===== src/rtl/instr_fetch_unit.sv =====
// instr_fetch_unit: RV32I fetch stage, word requests to imem, in-order response FIFO, decode handshake.
// Latency: a response in cycle t is visible to decode in cycle t+1 (registered FIFO, no bypass).
// Backpressure: credits (occ + outstanding < DEPTH) throttle imem_req; decode stalls via if_ready.
module instr_fetch_unit #(
  parameter int unsigned DEPTH    = 4,
  parameter logic [31:0] RESET_PC = 32'h0000_0000
) (
  input  logic        clk,
  input  logic        rst,
  // instruction memory request/response
  output logic        imem_req,
  output logic [31:0] imem_addr,
  input  logic        imem_gnt,
  input  logic        imem_rvalid,
  input  logic [31:0] imem_rdata,
  // pipeline redirect
  input  logic        redirect,
  input  logic [31:0] redirect_pc,
  // decode interface
  output logic        if_valid,
  input  logic        if_ready,
  output logic [31:0] if_instr,
  output logic [31:0] if_pc,
  output logic [6:0]  if_opcode,
  output logic [2:0]  if_f3,
  output logic        if_f7,
  output logic [24:0] if_immSample
);

  localparam int unsigned AW = (DEPTH > 1) ? $clog2(DEPTH) : 1;
  localparam int unsigned CW = AW + 1;

  localparam logic [0:0]    ST_RUN   = 1'b0;
  localparam logic [0:0]    ST_DRAIN = 1'b1;

  localparam logic [AW-1:0] PTR_ONE  = AW'(1);
  localparam logic [CW-1:0] CNT_ONE  = CW'(1);
  localparam logic [CW:0]   DEPTH_C  = (CW+1)'(DEPTH);
  localparam logic [31:0]   NOP      = 32'h0000_0013;
  localparam logic [31:0]   PC_RST   = RESET_PC & 32'hFFFF_FFFC;

  // control state
  logic [0:0]    state_q, state_d;
  logic [31:0]   fetch_pc_q, fetch_pc_d;
  logic [CW-1:0] occ_q, occ_d;
  logic [CW-1:0] out_q, out_d;
  logic [CW-1:0] disc_q, disc_d;

  // response buffer (pc + instruction) and its pointers
  logic [31:0]   buf_pc_q    [DEPTH];
  logic [31:0]   buf_instr_q [DEPTH];
  logic [AW-1:0] wr_ptr_q, wr_ptr_d;
  logic [AW-1:0] rd_ptr_q, rd_ptr_d;

  // in-order tags: address of every accepted request, popped by every response
  logic [31:0]   tag_pc_q [DEPTH];
  logic [AW-1:0] tag_wr_q, tag_wr_d;
  logic [AW-1:0] tag_rd_q, tag_rd_d;

  logic          in_drain;
  logic [CW:0]   credit_sum;
  logic          credit_ok;
  logic          accept;
  logic          push;
  logic          pop;
  logic [31:0]   rsp_pc;

  assign in_drain   = (state_q == ST_DRAIN);
  assign credit_sum = {1'b0, occ_q} + {1'b0, out_q};
  assign credit_ok  = (credit_sum < DEPTH_C);

  // A redirect withdraws the request in its own cycle so no stale-path address is accepted.
  assign imem_req  = !rst && !in_drain && !redirect && credit_ok;
  assign imem_addr = fetch_pc_q;
  assign accept    = imem_req && imem_gnt;

  // Responses only enter the buffer while running; drain/redirect responses are dropped.
  assign push   = imem_rvalid && !redirect && !in_drain;
  assign pop    = if_valid && if_ready && !redirect;
  assign rsp_pc = tag_pc_q[tag_rd_q];

  // decode-facing outputs, NOP at pc 0 when the buffer is empty
  assign if_valid     = (occ_q != '0);
  assign if_instr     = if_valid ? buf_instr_q[rd_ptr_q] : NOP;
  assign if_pc        = if_valid ? buf_pc_q[rd_ptr_q]    : 32'h0000_0000;
  assign if_opcode    = if_instr[6:0];
  assign if_f3        = if_instr[14:12];
  assign if_f7        = if_instr[30];
  assign if_immSample = if_instr[31:7];

  // Tag pointers advance on acceptance and on every response, independent of redirects.
  always_comb begin
    tag_wr_d = tag_wr_q;
    tag_rd_d = tag_rd_q;
    if (accept) begin
      tag_wr_d = tag_wr_q + PTR_ONE;
    end
    if (imem_rvalid) begin
      tag_rd_d = tag_rd_q + PTR_ONE;
    end
  end

  // Next-state for pc, counters, buffer pointers and the RUN/DRAIN machine.
  always_comb begin
    state_d    = state_q;
    fetch_pc_d = fetch_pc_q;
    occ_d      = occ_q;
    disc_d     = disc_q;
    wr_ptr_d   = wr_ptr_q;
    rd_ptr_d   = rd_ptr_q;
    out_d      = out_q + {{(CW-1){1'b0}}, accept} - {{(CW-1){1'b0}}, imem_rvalid};

    if (redirect) begin
      // Everything in flight is now on the wrong path; count what must still come back.
      fetch_pc_d = redirect_pc & 32'hFFFF_FFFC;
      occ_d      = '0;
      wr_ptr_d   = '0;
      rd_ptr_d   = '0;
      disc_d     = out_q - {{(CW-1){1'b0}}, imem_rvalid};
      state_d    = (disc_d != '0) ? ST_DRAIN : ST_RUN;
    end else begin
      if (accept) begin
        fetch_pc_d = fetch_pc_q + 32'd4;
      end
      if (push) begin
        wr_ptr_d = wr_ptr_q + PTR_ONE;
      end
      if (pop) begin
        rd_ptr_d = rd_ptr_q + PTR_ONE;
      end
      case ({push, pop})
        2'b10:   occ_d = occ_q + CNT_ONE;
        2'b01:   occ_d = occ_q - CNT_ONE;
        default: occ_d = occ_q;
      endcase
      if (in_drain && imem_rvalid) begin
        disc_d = disc_q - CNT_ONE;
        if (disc_d == '0) begin
          state_d = ST_RUN;
        end
      end
    end
  end

  // Control registers with asynchronous reset.
  always_ff @(posedge clk or posedge rst) begin
    if (rst) begin
      state_q    <= ST_RUN;
      fetch_pc_q <= PC_RST;
      occ_q      <= '0;
      out_q      <= '0;
      disc_q     <= '0;
      wr_ptr_q   <= '0;
      rd_ptr_q   <= '0;
      tag_wr_q   <= '0;
      tag_rd_q   <= '0;
    end else begin
      state_q    <= state_d;
      fetch_pc_q <= fetch_pc_d;
      occ_q      <= occ_d;
      out_q      <= out_d;
      disc_q     <= disc_d;
      wr_ptr_q   <= wr_ptr_d;
      rd_ptr_q   <= rd_ptr_d;
      tag_wr_q   <= tag_wr_d;
      tag_rd_q   <= tag_rd_d;
    end
  end

  // Storage arrays carry no reset; occupancy and tag pointers decide what is live.
  always_ff @(posedge clk) begin
    if (accept) begin
      tag_pc_q[tag_wr_q] <= fetch_pc_q;
    end
    if (push) begin
      buf_pc_q[wr_ptr_q]    <= rsp_pc;
      buf_instr_q[wr_ptr_q] <= imem_rdata;
    end
  end

endmodule


===== config.mk =====
export PLATFORM = sky130hd
export DESIGN_NAME = instr_fetch_unit
export DESIGN_NICKNAME = d
export VERILOG_FILES = /design/src/rtl/instr_fetch_unit.sv
export SDC_FILE = /design/constraint.sdc
export NUM_CORES = 1
export LEC_CHECK = 0
export ABC_CLOCK_PERIOD_IN_PS = 2750
export CAP_MARGIN = 15
export CORE_MARGIN = 1
export CORE_UTILIZATION = 45
export DETAILED_ROUTE_END_ITERATION = 7
export MAX_ROUTING_LAYER = met4
export PLACE_DENSITY = 0.69
export SYNTH_ARGS = -nofsm -noshare
export SYNTH_HDL_FRONTEND = slang
export SYNTH_SLANG_ARGS = --single-unit

===== constraint.sdc =====
create_clock -name clk -period 2.75 [get_ports clk]
set_clock_uncertainty 0.1 [all_clocks]
set_input_delay 0.55 -clock clk [delete_from_list [all_inputs] [get_ports clk]]
set_output_delay 0.55 -clock clk [all_outputs]
set_load 0.05 [all_outputs]

==> flow_summary.yaml <==
status:
  status: "complete, but fails checks"
  failed_checks: "negative setup slack"
synthesis:
  syn_avg_cell_area_sq_um: 18.56
  yosysMostFrequentCell: "edfxtp_1"
  synthAdderAreaFrac_pct: 1.493
  synth_cell_types: 53
  ys_seq_area_share_pct: 72.37
  synth_top_family_by_area: "multiplexers"
  muxShareOfSynthArea_pct: 12.80
  ys_ff_latch: 416
  synth_simple_gate_area_share_pct: 6.659
  synth_common_cells: "edfxtp_1, mux4_2, and2_1, dfrtp_1, buf_4"
  synth-xor-area-share_pct: 1.138
  ys_async_sr_fraction_pct: 11.54
  synth_area_leaders: "edfxtp_1, mux4_2, dfrtp_1"
  syn_inst: 912
  synth_top_area_cell: "edfxtp_1"
  syn_area_sq_mm: 0.01693
  synth_edf_count: 368
  yosysWarnings: 0
  synth-compound-area-share_pct: 2.262
  synth.top_cell.area_share_pct: 65.28
  synthFlopType: "edfxtp_1"
power:
  clkPwrFrac_pct: 25.1
  internal_power_mw: 14.06
  p_switching_mw: 7.380
  p_leak_nw: 7.431
  power_density_mw_per_mm2: 997.6
  power_frac_comb_pct: 38.4
  seqPwrFrac_pct: 36.5
  p_total_mw: 21.44
  power_switching_share_pct: 34.42
  vdd_drop_max_mv: 0.5154
timing:
  timing.final.crit_share_pct: 105.6
  rsz0062_at_grt: "true"
  fin_ws_ns: -0.1546
  setup_viol: 96
  hold_viol: 0
  timing.hold.ws_ns: 0.2777
  worstMarginPinSlew_ns: 0.6609
  final.min_clock_period_ns: 2.905
  fmax_ghz: 0.3443
  relSlewSlack_pct: 55.66
  drv_slew: 0
global_routing:
  grt_pass1_vias: 9244
  antenna_found_initial: 0
  grt_max_degree: 45
  grt-ovfl-total: 0
  grt_first_pass_wirelength_um: 53190
  grt_use_total_pct: 18.79
route:
  vias: 8928
  first_iter_violations: 476
  drc: 0
  drtAntennaViolNets: 0
  dr.pass1.iters: 5
  drt_wl_total_um: 34130
  wl_per_cell_um: 20.80
  post_drt_via_cell_ratio: 5.441
final_layout:
  stdcell_count: 1641
  drive_gt1_share_pct: 34.02
  antenna_cells: 0
  area_growth_pct: 26.98
  finalNetCount: 1228
  finalInstanceArea_sq_mm: 0.02150
placed_design:
  dp_hpwl_um: 21600
  dp.cells: 1551
  gp_congestion: 0.8282
  post-place-ws_ns: -0.2134
  portBuffers: 197
  dpl_cell_area_sq_mm: 0.01944
clock_network:
  cts_tree: "yes"
  clock_path_buffers: 3
  hold_buffers: 0
  cts_root_buf: "clkbuf_16"
  cts_buffers: 44
  cts_sinks: 416
  htree_levels: 2
  clk_pin_slew_ns: 0.06
  clk_latency_ns: 0.53
floorplan:
  die_h_um: 196.0
  chipWidth_um: 196.0
  initial_core_util_pct: 46.02
  num_io_pins: 204
  core-area_sq_mm: 0.03679
  rows: 70
  dieArea_sq_mm: 0.03840
job:
  cap_violations: 0
worst_setup_path:
  path_max_fanout: 6
  cp_slowest_cell: "dfrtp_4"
  reg2reg_slack_ns: 0.11
  crit_chain: "buf_12 > buf_12 > buf_16 > mux4_2 > and2_4 > buf_6"
  crit_path_max_incr_delay_ns: 0.55
  critPathRequiredTime_ns: 2.10
  crit_type: "flop to output port"
  critPathMostFrequentCell: "buf_12"
  start_kind: "flop"
  critical_path_arrival_ns: 2.25
  endpoint_kind: "output port"
worst_hold_path:
  hold_path.class: "input pin to asynchronous set/reset pin"
[stage by stage]
stage | util [%] | TNS, ns
finish | 58.44 | -7.481
global route | 58.44 | -14.10
CTS | 57.97 | -9.904
detailed placement | 52.85 | -2.687
global placement | 52.85 | -1.643
floorplan | - | -1.024
[sequential cells by signal (all words and copies together) (netlist names)]
name         cells
buf_instr_q    128
buf_pc_q       120
tag_pc_q       120
imem_addr       30
disc_q           3
occ_q            3
out_q            3
rd_ptr_q         2
tag_rd_q         2
tag_wr_q         2
wr_ptr_q         2
in_drain         1
[power by group through the flow]
stage	Clock, mW	Combinational (mW)	Sequential [mW]
2_1_floorplan	0	5.17	7.92
3_3_place_gp	0	7.06	7.93
3_5_place_dp	0	7.13	7.95
4_1_cts	5.52	8.09	7.83
5_1_grt	5.76	8.68	7.88
6_report	5.39	8.23	7.83
[placed cells by master, fill, tap and decap left out, drive strengths merged, types with 3 or more instances in the layout]
cell           netlist  routed
clkbuf              20      55
nor2                19      19
clkinv               0      24
o311ai               5       5
nand3               25      25
o211ai               7       7
a31oi                4       4
xor2                11      11
nor4                 4       4
o21ai               25      25
nor3                 8       8
and2                68      68
mux2i                5       5
inv                 16      17
mux4                92      92
clkdlybuf4s50        0      95
mux2                 4       4
ha                  17      17
nand2               40      40
nand4               11      11
dfrtp               48      48
edfxtp             368     368
nand2b               3       3
conb                 1       4
xnor2               11      11
a21oi                5       5
or4                  4       4
and3                 6       6
or2                  3       3
a41oi                3       3
buf                 59     159
[logic make-up after synthesis]
logic type,count (synthesis)
compound gates,59
simple gates,198
other cells,1
xor+xnor,22
fa+ha+maj,19
buf+inv,96
mux,101
flops,416
[metal layers]
layer | track usage, % | vias up | routed length (um)
met1 | 25.37 | 4589 | 15040
li1 | - | 4016 | -
met3 | 2.854 | 39 | 1649
met5 | - | - | 0
met4 | 3.964 | 0 | 514
met2 | 30.51 | 284 | 16920
[what timing repair did]
action | CTS | global route
gates cloned | 3 | 2
endpoints found under the setup margin | 98 | 118
resized for setup | 136 | 32
pin swaps | 5 | 1
buffers inserted | 2 | 4
[worst max-delay path, delay by kind of cell, from the launching register on]
kind                   cells  cell delay [ns]
buffers and inverters      4             0.58
and+or+nand+nor            1             0.19
DFF                        1             0.55
muxes                      1             0.41
[area by class of cell]
type	instances	area, sq um
tap	468	585.6
inverter	16	62.56
multi-input combinational	403	4308
timing repair buffer	258	2959
fill	2753	15290
sequential	416	12260
clock buffer	53	1156
clock inverter	27	162.7
[final timing paths]
| path | from | endpoint | cells past startpoint |
|---|---|---|---|
| hold reg to reg | tag_rd_q[1]$_DFFE_PP0P_ | tag_rd_q[1]$_DFFE_PP0P_ | 1 |
| setup reg to reg | occ_q[1]$_DFFE_PP0P_ | out_q[2]$_DFF_PP0_ | 10 |
| min in group clk | tag_rd_q[1]$_DFFE_PP0P_ | tag_rd_q[1]$_DFFE_PP0P_ | 1 |
| setup / recovery | rd_ptr_q[0]$_DFFE_PP0P_ | if_instr[13] | 6 |
| hold / removal | rst | imem_addr[27]$_DFFE_PP0P_ | 2 |
| max in group asynchronous | rst | occ_q[1]$_DFFE_PP0P_ | 3 |
Power figures use the tool's default switching activity.
